==> config.mk <==
export PLATFORM = sky130hd
export DESIGN_NAME = debug_unit_ctrl_flat
export DESIGN_NICKNAME = d
export VERILOG_FILES = /design/src/rtl/debug_unit_ctrl_if.sv /design/src/rtl/debug_unit_ctrl.sv /design/src/flat_wrapper.sv
export SDC_FILE = /design/constraint.sdc
export NUM_CORES = 1
export LEC_CHECK = 0
export BUFFER_PORTS_ARGS = -buffer_cell sky130_fd_sc_hd__buf_2
export CAP_MARGIN = 20
export CORE_MARGIN = 2
export CORE_UTILIZATION = 52
export CTS_CLUSTER_DIAMETER = 40
export DETAILED_ROUTE_END_ITERATION = 12
export GPL_TIMING_DRIVEN = 0
export HOLD_SLACK_MARGIN = 0.1
export MAX_ROUTING_LAYER = met4
export PLACE_DENSITY = 0.77
export SYNTH_ARGS = -nofsm -noshare
export SYNTH_HDL_FRONTEND = slang
export SYNTH_SLANG_ARGS = --single-unit
export TNS_END_PERCENT = 1
==> constraint.sdc <==
create_clock -name i_clock -period 2.15 [get_ports i_clock]
set_clock_uncertainty 0.05 [all_clocks]
set_input_delay 0.215 -clock i_clock [delete_from_list [all_inputs] [get_ports i_clock]]
set_output_delay 0.215 -clock i_clock [all_outputs]
set_load 0.01 [all_outputs]
==> src/rtl/debug_unit_ctrl_if.sv <==
`default_nettype none
// ============================================================================
// Module   : debug_unit_ctrl_if
// Purpose  : Groups the host byte link, the instruction-memory load port and
//            the pipeline control/status signals of debug_unit_ctrl.
// Ports    : slave  - debug-unit side (consumes rx bytes, produces tx bytes,
//                     drives the load port and pipeline enable)
//            master - host / pipeline side (the mirror image of slave)
// Signals  : i_rx_data/i_rx_valid/o_rx_ready   host -> controller bytes
//            o_tx_data/o_tx_valid/i_tx_ready   controller -> host bytes
//            o_instruccion/o_address/o_loading instruction memory write
//            o_enable, i_halt, i_result        pipeline control / status
//            o_done, o_load_err                completion pulse, load error
// Revision : 1.0 - initial release
// ============================================================================
interface debug_unit_ctrl_if #(
    parameter int DATA_WIDTH = 32
);
    logic [7:0]            i_rx_data;
    logic                  i_rx_valid;
    logic                  o_rx_ready;
    logic [7:0]            o_tx_data;
    logic                  o_tx_valid;
    logic                  i_tx_ready;
    logic [DATA_WIDTH-1:0] o_instruccion;
    logic [DATA_WIDTH-1:0] o_address;
    logic                  o_loading;
    logic                  o_enable;
    logic                  i_halt;
    logic [DATA_WIDTH-1:0] i_result;
    logic                  o_done;
    logic                  o_load_err;

    modport slave (
        input  i_rx_data, i_rx_valid, i_tx_ready, i_halt, i_result,
        output o_rx_ready, o_tx_data, o_tx_valid, o_instruccion, o_address,
               o_loading, o_enable, o_done, o_load_err
    );

    modport master (
        output i_rx_data, i_rx_valid, i_tx_ready, i_halt, i_result,
        input  o_rx_ready, o_tx_data, o_tx_valid, o_instruccion, o_address,
               o_loading, o_enable, o_done, o_load_err
    );
endinterface
`default_nettype wire

==> src/rtl/debug_unit_ctrl.sv <==
`default_nettype none
// ============================================================================
// Module   : debug_unit_ctrl
// Purpose  : Host-driven debug sequencer for the MIPS pipeline. Loads a
//            program byte-wise into instruction memory, then runs the
//            pipeline either continuously until halt (reporting the cycle
//            count) or one clock per host request (reporting the write-back
//            value). Reports are 4 bytes, MSB first.
// Ports    : i_clock - system clock, rising edge
//            i_reset - synchronous active-high reset
//            bus     - debug_unit_ctrl_if.slave (host link, load port,
//                      pipeline enable/halt/result, done, load error)
// Revision : 1.0 - initial release
// ============================================================================
module debug_unit_ctrl #(
    parameter int                    DATA_WIDTH = 32,
    parameter int                    MEM_WORDS  = 64,
    parameter logic [DATA_WIDTH-1:0] HALT_WORD  = 32'hFFFFFFFF
) (
    input  wire logic        i_clock,
    input  wire logic        i_reset,
    debug_unit_ctrl_if.slave bus
);

    // Host command bytes
    localparam logic [7:0] c_CMD_LOAD = 8'h4C;   // 'L'
    localparam logic [7:0] c_CMD_CONT = 8'h43;   // 'C'
    localparam logic [7:0] c_CMD_STEP = 8'h53;   // 'S'
    localparam logic [7:0] c_CMD_NEXT = 8'h4E;   // 'N'
    localparam logic [7:0] c_CMD_QUIT = 8'h51;   // 'Q'

    // Word counter must be able to hold MEM_WORDS itself
    localparam int                  c_WCNT_W    = $clog2(MEM_WORDS + 1);
    localparam logic [c_WCNT_W-1:0] c_MEM_WORDS = c_WCNT_W'(MEM_WORDS);

    typedef enum logic [2:0] {
        S_IDLE      = 3'd0,
        S_LOAD      = 3'd1,
        S_WRITE     = 3'd2,
        S_RUN       = 3'd3,
        S_STEP_WAIT = 3'd4,
        S_STEP_EXEC = 3'd5,
        S_STEP_SNAP = 3'd6,
        S_SEND      = 3'd7
    } state_t;

    state_t                r_state;
    state_t                w_next;

    logic [DATA_WIDTH-1:0] r_instr;      // word being assembled / written
    logic [DATA_WIDTH-1:0] r_addr;       // byte address of the current word
    logic [c_WCNT_W-1:0]   r_words;      // words written during this load
    logic [c_WCNT_W-1:0]   r_prog_len;   // length of last good program, 0 = none
    logic [1:0]            r_byte_idx;   // byte position in LOAD and SEND
    logic [DATA_WIDTH-1:0] r_cnt;        // enabled-cycle counter
    logic [DATA_WIDTH-1:0] r_snap;       // value being reported
    logic                  r_finish;     // report ends execution (halt seen)
    logic                  r_done;
    logic                  r_load_err;

    logic                  w_rx_ready;
    logic                  w_rx_fire;
    logic                  w_tx_valid;
    logic                  w_tx_fire;
    logic                  w_loading;
    logic                  w_enable;
    logic [7:0]            w_tx_byte;
    logic [c_WCNT_W-1:0]   w_words_inc;
    logic [DATA_WIDTH-1:0] w_cnt_inc;
    logic                  w_is_halt_word;

    assign w_rx_ready     = (r_state == S_IDLE) || (r_state == S_LOAD) ||
                            (r_state == S_STEP_WAIT);
    assign w_tx_valid     = (r_state == S_SEND);
    assign w_rx_fire      = w_rx_ready && bus.i_rx_valid;
    assign w_tx_fire      = w_tx_valid && bus.i_tx_ready;
    assign w_words_inc    = r_words + c_WCNT_W'(1);
    assign w_is_halt_word = (r_instr == HALT_WORD);

    // Saturating increment: the count sticks at all-ones on overflow
    assign w_cnt_inc = (r_cnt == {DATA_WIDTH{1'b1}}) ? r_cnt
                                                    : r_cnt + DATA_WIDTH'(1);

    // ------------------------------------------------------------------
    // State register
    // ------------------------------------------------------------------
    always_ff @(posedge i_clock) begin
        if (i_reset) begin
            r_state <= S_IDLE;
        end else begin
            r_state <= w_next;
        end
    end

    // ------------------------------------------------------------------
    // Next-state and per-state strobes
    // ------------------------------------------------------------------
    always_comb begin
        w_next    = r_state;
        w_loading = 1'b0;
        w_enable  = 1'b0;

        case (r_state)
            S_IDLE: begin
                if (w_rx_fire) begin
                    if (bus.i_rx_data == c_CMD_LOAD) begin
                        w_next = S_LOAD;
                    end else if ((bus.i_rx_data == c_CMD_CONT) &&
                                 (r_prog_len != '0)) begin
                        w_next = S_RUN;
                    end else if ((bus.i_rx_data == c_CMD_STEP) &&
                                 (r_prog_len != '0)) begin
                        w_next = S_STEP_WAIT;
                    end
                end
            end

            S_LOAD: begin
                if (w_rx_fire && (r_byte_idx == 2'd3)) begin
                    w_next = S_WRITE;
                end
            end

            S_WRITE: begin
                w_loading = 1'b1;
                if (w_is_halt_word || (w_words_inc == c_MEM_WORDS)) begin
                    w_next = S_IDLE;
                end else begin
                    w_next = S_LOAD;
                end
            end

            S_RUN: begin
                w_enable = 1'b1;
                if (bus.i_halt) begin
                    w_next = S_SEND;
                end
            end

            S_STEP_WAIT: begin
                if (w_rx_fire) begin
                    if (bus.i_rx_data == c_CMD_NEXT) begin
                        w_next = S_STEP_EXEC;
                    end else if (bus.i_rx_data == c_CMD_QUIT) begin
                        w_next = S_IDLE;
                    end
                end
            end

            S_STEP_EXEC: begin
                w_enable = 1'b1;
                w_next   = S_STEP_SNAP;
            end

            // One cycle to let the write-back value settle after the step
            S_STEP_SNAP: begin
                w_next = S_SEND;
            end

            S_SEND: begin
                if (w_tx_fire && (r_byte_idx == 2'd3)) begin
                    w_next = r_finish ? S_IDLE : S_STEP_WAIT;
                end
            end

            default: begin
                w_next = S_IDLE;
            end
        endcase
    end

    // ------------------------------------------------------------------
    // Datapath registers
    // ------------------------------------------------------------------
    always_ff @(posedge i_clock) begin
        if (i_reset) begin
            r_instr    <= '0;
            r_addr     <= '0;
            r_words    <= '0;
            r_prog_len <= '0;
            r_byte_idx <= 2'd0;
            r_cnt      <= '0;
            r_snap     <= '0;
            r_finish   <= 1'b0;
            r_done     <= 1'b0;
            r_load_err <= 1'b0;
        end else begin
            r_done <= 1'b0;

            case (r_state)
                S_IDLE: begin
                    if (w_rx_fire) begin
                        if (bus.i_rx_data == c_CMD_LOAD) begin
                            // A new load invalidates the previous program
                            r_instr    <= '0;
                            r_addr     <= '0;
                            r_words    <= '0;
                            r_prog_len <= '0;
                            r_byte_idx <= 2'd0;
                            r_load_err <= 1'b0;
                        end else if ((bus.i_rx_data == c_CMD_CONT) &&
                                     (r_prog_len != '0)) begin
                            r_cnt <= '0;
                        end
                    end
                end

                S_LOAD: begin
                    if (w_rx_fire) begin
                        r_instr    <= {r_instr[DATA_WIDTH-9:0], bus.i_rx_data};
                        r_byte_idx <= r_byte_idx + 2'd1;
                    end
                end

                S_WRITE: begin
                    r_addr  <= r_addr + DATA_WIDTH'(4);
                    r_words <= w_words_inc;
                    if (w_is_halt_word) begin
                        r_prog_len <= w_words_inc;
                    end else if (w_words_inc == c_MEM_WORDS) begin
                        r_load_err <= 1'b1;
                        r_prog_len <= '0;
                    end
                end

                S_RUN: begin
                    r_cnt <= w_cnt_inc;
                    if (bus.i_halt) begin
                        // The halting cycle is itself an enabled cycle
                        r_snap     <= w_cnt_inc;
                        r_finish   <= 1'b1;
                        r_byte_idx <= 2'd0;
                    end
                end

                S_STEP_EXEC: begin
                    r_cnt    <= w_cnt_inc;
                    r_finish <= bus.i_halt;
                end

                S_STEP_SNAP: begin
                    r_snap     <= bus.i_result;
                    r_byte_idx <= 2'd0;
                end

                S_SEND: begin
                    if (w_tx_fire) begin
                        r_byte_idx <= r_byte_idx + 2'd1;
                        if (r_byte_idx == 2'd3) begin
                            r_done <= r_finish;
                        end
                    end
                end

                default: begin
                end
            endcase
        end
    end

    // Report byte selection, MSB first
    always_comb begin
        w_tx_byte = 8'h00;
        case (r_byte_idx)
            2'd0:    w_tx_byte = r_snap[31:24];
            2'd1:    w_tx_byte = r_snap[23:16];
            2'd2:    w_tx_byte = r_snap[15:8];
            default: w_tx_byte = r_snap[7:0];
        endcase
    end

    // Ready is masked during reset so every output reads 0 while it is held
    assign bus.o_rx_ready    = w_rx_ready && !i_reset;
    assign bus.o_tx_valid    = w_tx_valid;
    assign bus.o_tx_data     = w_tx_byte;
    assign bus.o_instruccion = r_instr;
    assign bus.o_address     = r_addr;
    assign bus.o_loading     = w_loading;
    assign bus.o_enable      = w_enable;
    assign bus.o_done        = r_done;
    assign bus.o_load_err    = r_load_err;

endmodule
`default_nettype wire

==> src/flat_wrapper.sv <==
// flat-port wrapper written by rule: the top's interface ports become plain ports
module debug_unit_ctrl_flat 
#(
    parameter int                    DATA_WIDTH = 32,
    parameter int                    MEM_WORDS  = 64,
    parameter logic [DATA_WIDTH-1:0] HALT_WORD  = 32'hFFFFFFFF
)
  (i_clock, i_reset, bus_i_rx_data, bus_i_rx_valid, bus_i_tx_ready, bus_i_halt, bus_i_result, bus_o_rx_ready, bus_o_tx_data, bus_o_tx_valid, bus_o_instruccion, bus_o_address, bus_o_loading, bus_o_enable, bus_o_done, bus_o_load_err);
  debug_unit_ctrl_if #(.DATA_WIDTH(DATA_WIDTH)) bus_i ();
  input  wire logic i_clock;
  input  wire logic i_reset;
  input wire logic [$bits(bus_i.i_rx_data)-1:0] bus_i_rx_data;
  input wire logic [$bits(bus_i.i_rx_valid)-1:0] bus_i_rx_valid;
  input wire logic [$bits(bus_i.i_tx_ready)-1:0] bus_i_tx_ready;
  input wire logic [$bits(bus_i.i_halt)-1:0] bus_i_halt;
  input wire logic [$bits(bus_i.i_result)-1:0] bus_i_result;
  output wire logic [$bits(bus_i.o_rx_ready)-1:0] bus_o_rx_ready;
  output wire logic [$bits(bus_i.o_tx_data)-1:0] bus_o_tx_data;
  output wire logic [$bits(bus_i.o_tx_valid)-1:0] bus_o_tx_valid;
  output wire logic [$bits(bus_i.o_instruccion)-1:0] bus_o_instruccion;
  output wire logic [$bits(bus_i.o_address)-1:0] bus_o_address;
  output wire logic [$bits(bus_i.o_loading)-1:0] bus_o_loading;
  output wire logic [$bits(bus_i.o_enable)-1:0] bus_o_enable;
  output wire logic [$bits(bus_i.o_done)-1:0] bus_o_done;
  output wire logic [$bits(bus_i.o_load_err)-1:0] bus_o_load_err;
  assign bus_i.i_rx_data = bus_i_rx_data;
  assign bus_i.i_rx_valid = bus_i_rx_valid;
  assign bus_i.i_tx_ready = bus_i_tx_ready;
  assign bus_i.i_halt = bus_i_halt;
  assign bus_i.i_result = bus_i_result;
  assign bus_o_rx_ready = bus_i.o_rx_ready;
  assign bus_o_tx_data = bus_i.o_tx_data;
  assign bus_o_tx_valid = bus_i.o_tx_valid;
  assign bus_o_instruccion = bus_i.o_instruccion;
  assign bus_o_address = bus_i.o_address;
  assign bus_o_loading = bus_i.o_loading;
  assign bus_o_enable = bus_i.o_enable;
  assign bus_o_done = bus_i.o_done;
  assign bus_o_load_err = bus_i.o_load_err;
  debug_unit_ctrl #(.DATA_WIDTH(DATA_WIDTH), .MEM_WORDS(MEM_WORDS), .HALT_WORD(HALT_WORD)) u_core (.i_clock(i_clock), .i_reset(i_reset), .bus(bus_i));
endmodule
Yosys cells after proc, flatten, opt, wreduce, memory -nomap -nowiden
Cells that the tools add are included.
{ "word_totals": {"ff_bits": 150, "input_bits": 45, "output_inout_bits": 78, "word_cells": 129} }
{ "classes": {"add_sub_neg": 4, "eq_ne": 33, "n_mux": 47, "n_bitwise": 3, "n_reduce_logical": 31} }
{ "op_table": {"columns": ["operator", "count"], "rows": [
  ["32-bit 2-to-1 mux", 8],
  ["32-bit case mux with 2 select lines", 4],
  ["32-bit == test (second input constant)", 2],
  ["8-bit by 7-bit == test with 1-bit output (second input constant)", 5],
  ["3-bit 2-to-1 mux", 11],
  ["32-bit by 1-bit adder with 32-bit output (second input constant)", 1],
  ["32-bit by 3-bit adder with 32-bit output (second input constant)", 1],
  ["7-bit 2-to-1 mux", 4],
  ["7-bit case mux with 2 select lines", 2],
  ["3-bit case mux with 8 select lines", 1],
  ["8-bit case mux with 3 select lines", 1],
  ["2-bit inequality test (second input constant)", 8],
  ["3-bit == test (second input constant)", 4],
  ["4-bit AND reduction", 3],
  ["2-bit 2-to-1 mux", 5],
  ["2-bit case mux with 5 select lines", 1],
  ["2-bit nonzero test", 5],
  ["1-bit 2-to-1 mux", 8],
  ["2-bit by 1-bit inequality test with 1-bit output (second input constant)", 4],
  ["7-bit by 1-bit adder with 7-bit output (second input constant)", 1],
  ["7-bit == test (second input constant)", 1],
  ["1-bit logical AND", 7],
  ["7-bit AND reduction", 1],
  ["7-bit nonzero test", 1],
  ["other kinds (21)", 29]
]} }

Logic depth before layout (Yosys ltp)
{ "logic_depth": {"ltp_word": 7, "mapped_depth": 9, "depth_no_buf": 6} }

Least setup slack after synthesis
No wires, ideal clock.
{ "synth_timing": {"path_kind": "flip-flop to flip-flop", "startpoint": "register u_core.r_cnt[0]", "endpoint": "register u_core.r_cnt[22]", "setup_ns": 0.074, "arrival_ns": 2.007, "t_required_ns": 2.026, "slack_ns": 0.018, "path_stages_with_launch": 7, "n_path_buf": 0, "period_less_slack_ns": 2.132, "path_cell_list": "dfxtp_1 ha_1 nand4_1 or3_1 or4_4 or3_1 o21ai_0"} }
{ "synth_between": {"elab_chain_len": 3, "word_cells_on_any_way": 4, "cone_classes": "add/sub (1); eq/ne (1); mux (2)"} }
{ "synth_rtl": {"columns": ["item", "line_no", "source"], "rows": [
  ["start, declared", "debug_unit_ctrl.sv:55", "logic [DATA_WIDTH-1:0] r_cnt;"],
  ["start signal, assigned", "debug_unit_ctrl.sv:227", "r_cnt <= w_cnt_inc;"],
  ["start signal, assigned", "debug_unit_ctrl.sv:237", "r_cnt <= w_cnt_inc;"],
  ["32-bit by 1-bit adder with 32-bit output or 32-bit == test (tied branches)", "debug_unit_ctrl.sv:82, debug_unit_ctrl.sv:81", null],
  ["32-bit 2-to-1 mux *", "debug_unit_ctrl.sv:81", "assign w_cnt_inc = (r_cnt == {DATA_WIDTH{1'b1}}) ? r_cnt"],
  ["32-bit case mux with 2 select lines *", "debug_unit_ctrl.sv:190", "case (r_state)"]
]} }
Every way passes the cells marked *; elsewhere a longest branch is shown, timed or not.
A chain may end at the register's enable or synchronous reset.

Worst setup path after layout
Ends and elaborated chain as after synthesis.

==> run_results.csv <==
group,metric,value,unit
pwr,leakage,3.85,nW
setup_path,end_kind,"flop",
sta,fin_setup_tns,-679,ps
cts,cts_buffer_depth,2,
finish,stdcell_count,1396,
yosys,syn_area_per_cell,8.02,um^2
cts,cts_made_buffers,17,
placed_design,dp_hpwl,19.2,mm
yosys,synth_edf_count,0,
cts,cts_max_level,4,
worst_hold_path,min_from,"bus_i_result[4]",
global_routing,grt.overflow.total,0,
routing,firstDrtPassIters,10,
routing,drc,0,
sta,tightestPinTransition,846,ps
yosys,synth_seq_cells,148,
routing,vias,9191,
cts,clock_latency,440,ps
global_routing,antenna_found_initial,1,
global_routing,met1_usage,0.460,
flow_run,maxCapViolations,0,
floorplanning,dieArea,0.0166,mm^2
routing,wirelength,28.4,mm
floorplanning,die_h,129,um
cts,clk_pin_slew,70,ps
routing,drt-initial-drc-count,1178,
placed_design,io_buffer_count,120,
routing,routedWlPerCell,20.4,um
yosys,yosys.area.top_type,"dfxtp_1",
yosys,synth_flop_cell,"dfxtp_1",
sta,rsz0062_at_grt,"yes",
global_routing,grt_max_degree,17,
sta,hold_viol_final,0,
floorplanning,die_x,129,um
setup_path,start_kind,"flop",
global_routing,met2_usage,0.519,
status,status,"finished, violations left",
global_routing,grtUsageMet3,0.0748,
sta,period_minus_slack,2260,ps
setup_path,path_class,"reg -> reg",
yosys,synth.distinct_cells,79,
routing,viasPerCell,6.58,
cts,clock-sinks,148,
yosys,synthTopCellsByArea,"dfxtp_1 (37%), a21oi_1 (5.4%), nand3_1 (4.1%)",
yosys,async_flop_share,0,
worst_hold_path,worstHoldPathType,"in -> reg",
setup_path,crit_start,"u_core.r_cnt[0]$_SDFFE_PP0P_",
setup_path,worstReg2RegStart,"u_core.r_cnt[0]$_SDFFE_PP0P_",
floorplanning,rows,45,
yosys,netlist_area,0.00811,mm^2
sta,maxSlewHeadroom,0.436,
yosys,synth_most_common_cell,"dfxtp_1",
sta,fmax,442,MHz
floorplanning,num_io_pins,123,
setup_path,worstPathRequired,2480,ps
finish,drive_gt1_frac,0.241,
floorplanning,core-area,0.0152,mm^2
yosys,ys_seq_area_frac,0.366,
yosys,synth_top_area_frac,0.366,
global_routing,grt_pass1_vias,8331,
sta,drv_slew,0,
status,violations,"setup timing",
pwr,power.density,578,mW/mm^2
finish,fin_nets,1247,
global_routing,grt_usage,0.351,
finish,area_growth,28.3,%
placed_design,gp_congestion,1.00,
global_routing,grt.busiest_layer,"met2",
sta,setup_ws,-114,ps
setup_path,critPathArrivalTime,2590,ps
cts,cts_root_buf,"clkbuf_16",
yosys,synthesis.instances,1011,
pwr,ir_worst_vdd,0.000609,V
floorplanning,initial_utilization,0.533,
placed_design,place_ws,-659,ps
yosys,synth_common_cells,"dfxtp_1 (148), nand2_1 (88), a21oi_1 (87), nand3_1 (67), clkbuf_1 (59)",
sta,setup_viol,16,
sta,finalCritPeriodShare,1.05,
setup_path,cp_max_fo,6,
cts,cts_tree,"done",
global_routing,grt_pass1_wl,44.4,mm
yosys,synth-warning-count,0,
routing,drtAntennaViolNets,0,
placed_design,dp.cells,1321,
-- stage by stage --
step / utilization / power [mW] / hold WS, ps / cell area, um^2
finish: 0.684 / 6.01 / 102 / 10400
global route: 0.684 / 6.14 / 134 / 10400
CTS: 0.670 / 5.99 / 108 / 10200
detailed placement: 0.589 / 3.01 / 408 / 8950
global placement: 0.588 / 3.01 / 406 / 8940
floorplan: - / 2.91 / 317 / 8110
-- power by group --
group	total [mW]	leakage [nW]	internal (mW)	switching [mW]
clock network	2.98	0.280	1.70	1.28
logic	0.281	2.38	0.112	0.169
registers	2.74	1.20	2.74	0.00221
total	6.01	3.85	4.56	1.45
-- worst paths after layout --
path	cells past startpoint	to	slack (ps)
hold reg to reg	2	u_core.r_prog_len[1]$_SDFFE_PP0P_	420
setup / recovery	6	u_core.r_cnt[22]$_SDFFE_PP0P_	-110
setup reg to reg	6	u_core.r_cnt[22]$_SDFFE_PP0P_	-110
hold / removal	5	u_core.r_snap[4]$_SDFFE_PP0P_	100
-- critical path, cell delays in order (launching register included) --
cell and delay, ps:
dfxtp_4 400, ha_4 160, nand4_1 180, or3_4 490, or4_4 460, or3_1 370, o21ai_1 90
-- registers in the layout (all words and copies together) (netlist names) --
| signal | count |
|---|---|
| u_core.bus.o_done | 1 |
| u_core.r_prog_len | 7 |
| u_core.r_snap | 32 |
| u_core.r_words | 7 |
| u_core.r_byte_idx | 2 |
| u_core.bus.o_instruccion | 32 |
| u_core.r_state | 3 |
| u_core.r_cnt | 32 |
| u_core.bus.o_address | 30 |
| u_core.r_finish | 1 |
| u_core.bus.o_load_err | 1 |
-- kinds of logic (layout without fill, tap and decap cells) --
group                    Yosys count  after routing  share of synthesized area
AND/OR/NAND/NOR                  393            393                      0.262
multiplexers                      14             14                     0.0176
other                              1              3                   0.000463
adder cells (fa/ha/maj)            8              8                     0.0123
buffers and inverters            121            316                     0.0619
flip-flops                       148            148                      0.366
XOR/XNOR                          43             43                     0.0465
AO/OA/AOI/OAI                    283            283                      0.234
-- what timing repair did --
action | in CTS | in global routing
pin swaps | 7 | 10
hold buffers | 33 | 0
gates cloned | 0 | 0
buffers inserted | 7 | 6
gates resized for setup | 76 | 65
setup endpoints to repair | 129 | 146
hold endpoints to repair | 33 | 0
-- per-layer routing --
layer / share of wire / vias to the layer above
li1: - / 4221
met1: 0.41 / 4260
met2: 0.44 / 598
met3: 0.10 / 112
met4: 0.046 / 0
met5: 0 / -
-- layout make-up --
| class | count | area [um^2] |
|---|---|---|
| Antenna cell | 1 | 2.50 |
| Buffer | 82 | 443 |
| Clock buffer | 20 | 467 |
| Clock inverter | 12 | 123 |
| Fill cell | 1236 | 4800 |
| Inverter | 35 | 133 |
| Multi-Input combinational cell | 743 | 4990 |
| Sequential cell | 148 | 2980 |
| Tap cell | 188 | 235 |
| Timing Repair Buffer | 167 | 1030 |
-- layout by cell type, fill, tap and decap left out, drive strengths merged, types with 12 or more instances in the layout --
master | Yosys | routed
and3 | 32 | 32
a31oi | 31 | 31
o22ai | 17 | 17
dlygate4sd3 | 0 | 33
o211ai | 18 | 18
inv | 33 | 36
nor4 | 21 | 21
nand4 | 34 | 34
o21ai | 37 | 37
or4 | 14 | 14
clkbuf | 61 | 79
a21oi | 87 | 87
xnor2 | 33 | 33
mux2i | 12 | 12
dfxtp | 148 | 148
nand3 | 69 | 69
and4 | 12 | 12
nor3 | 29 | 29
nand2 | 88 | 88
buf | 25 | 157
nor2 | 53 | 53
Power figures use the tool's default switching activity.
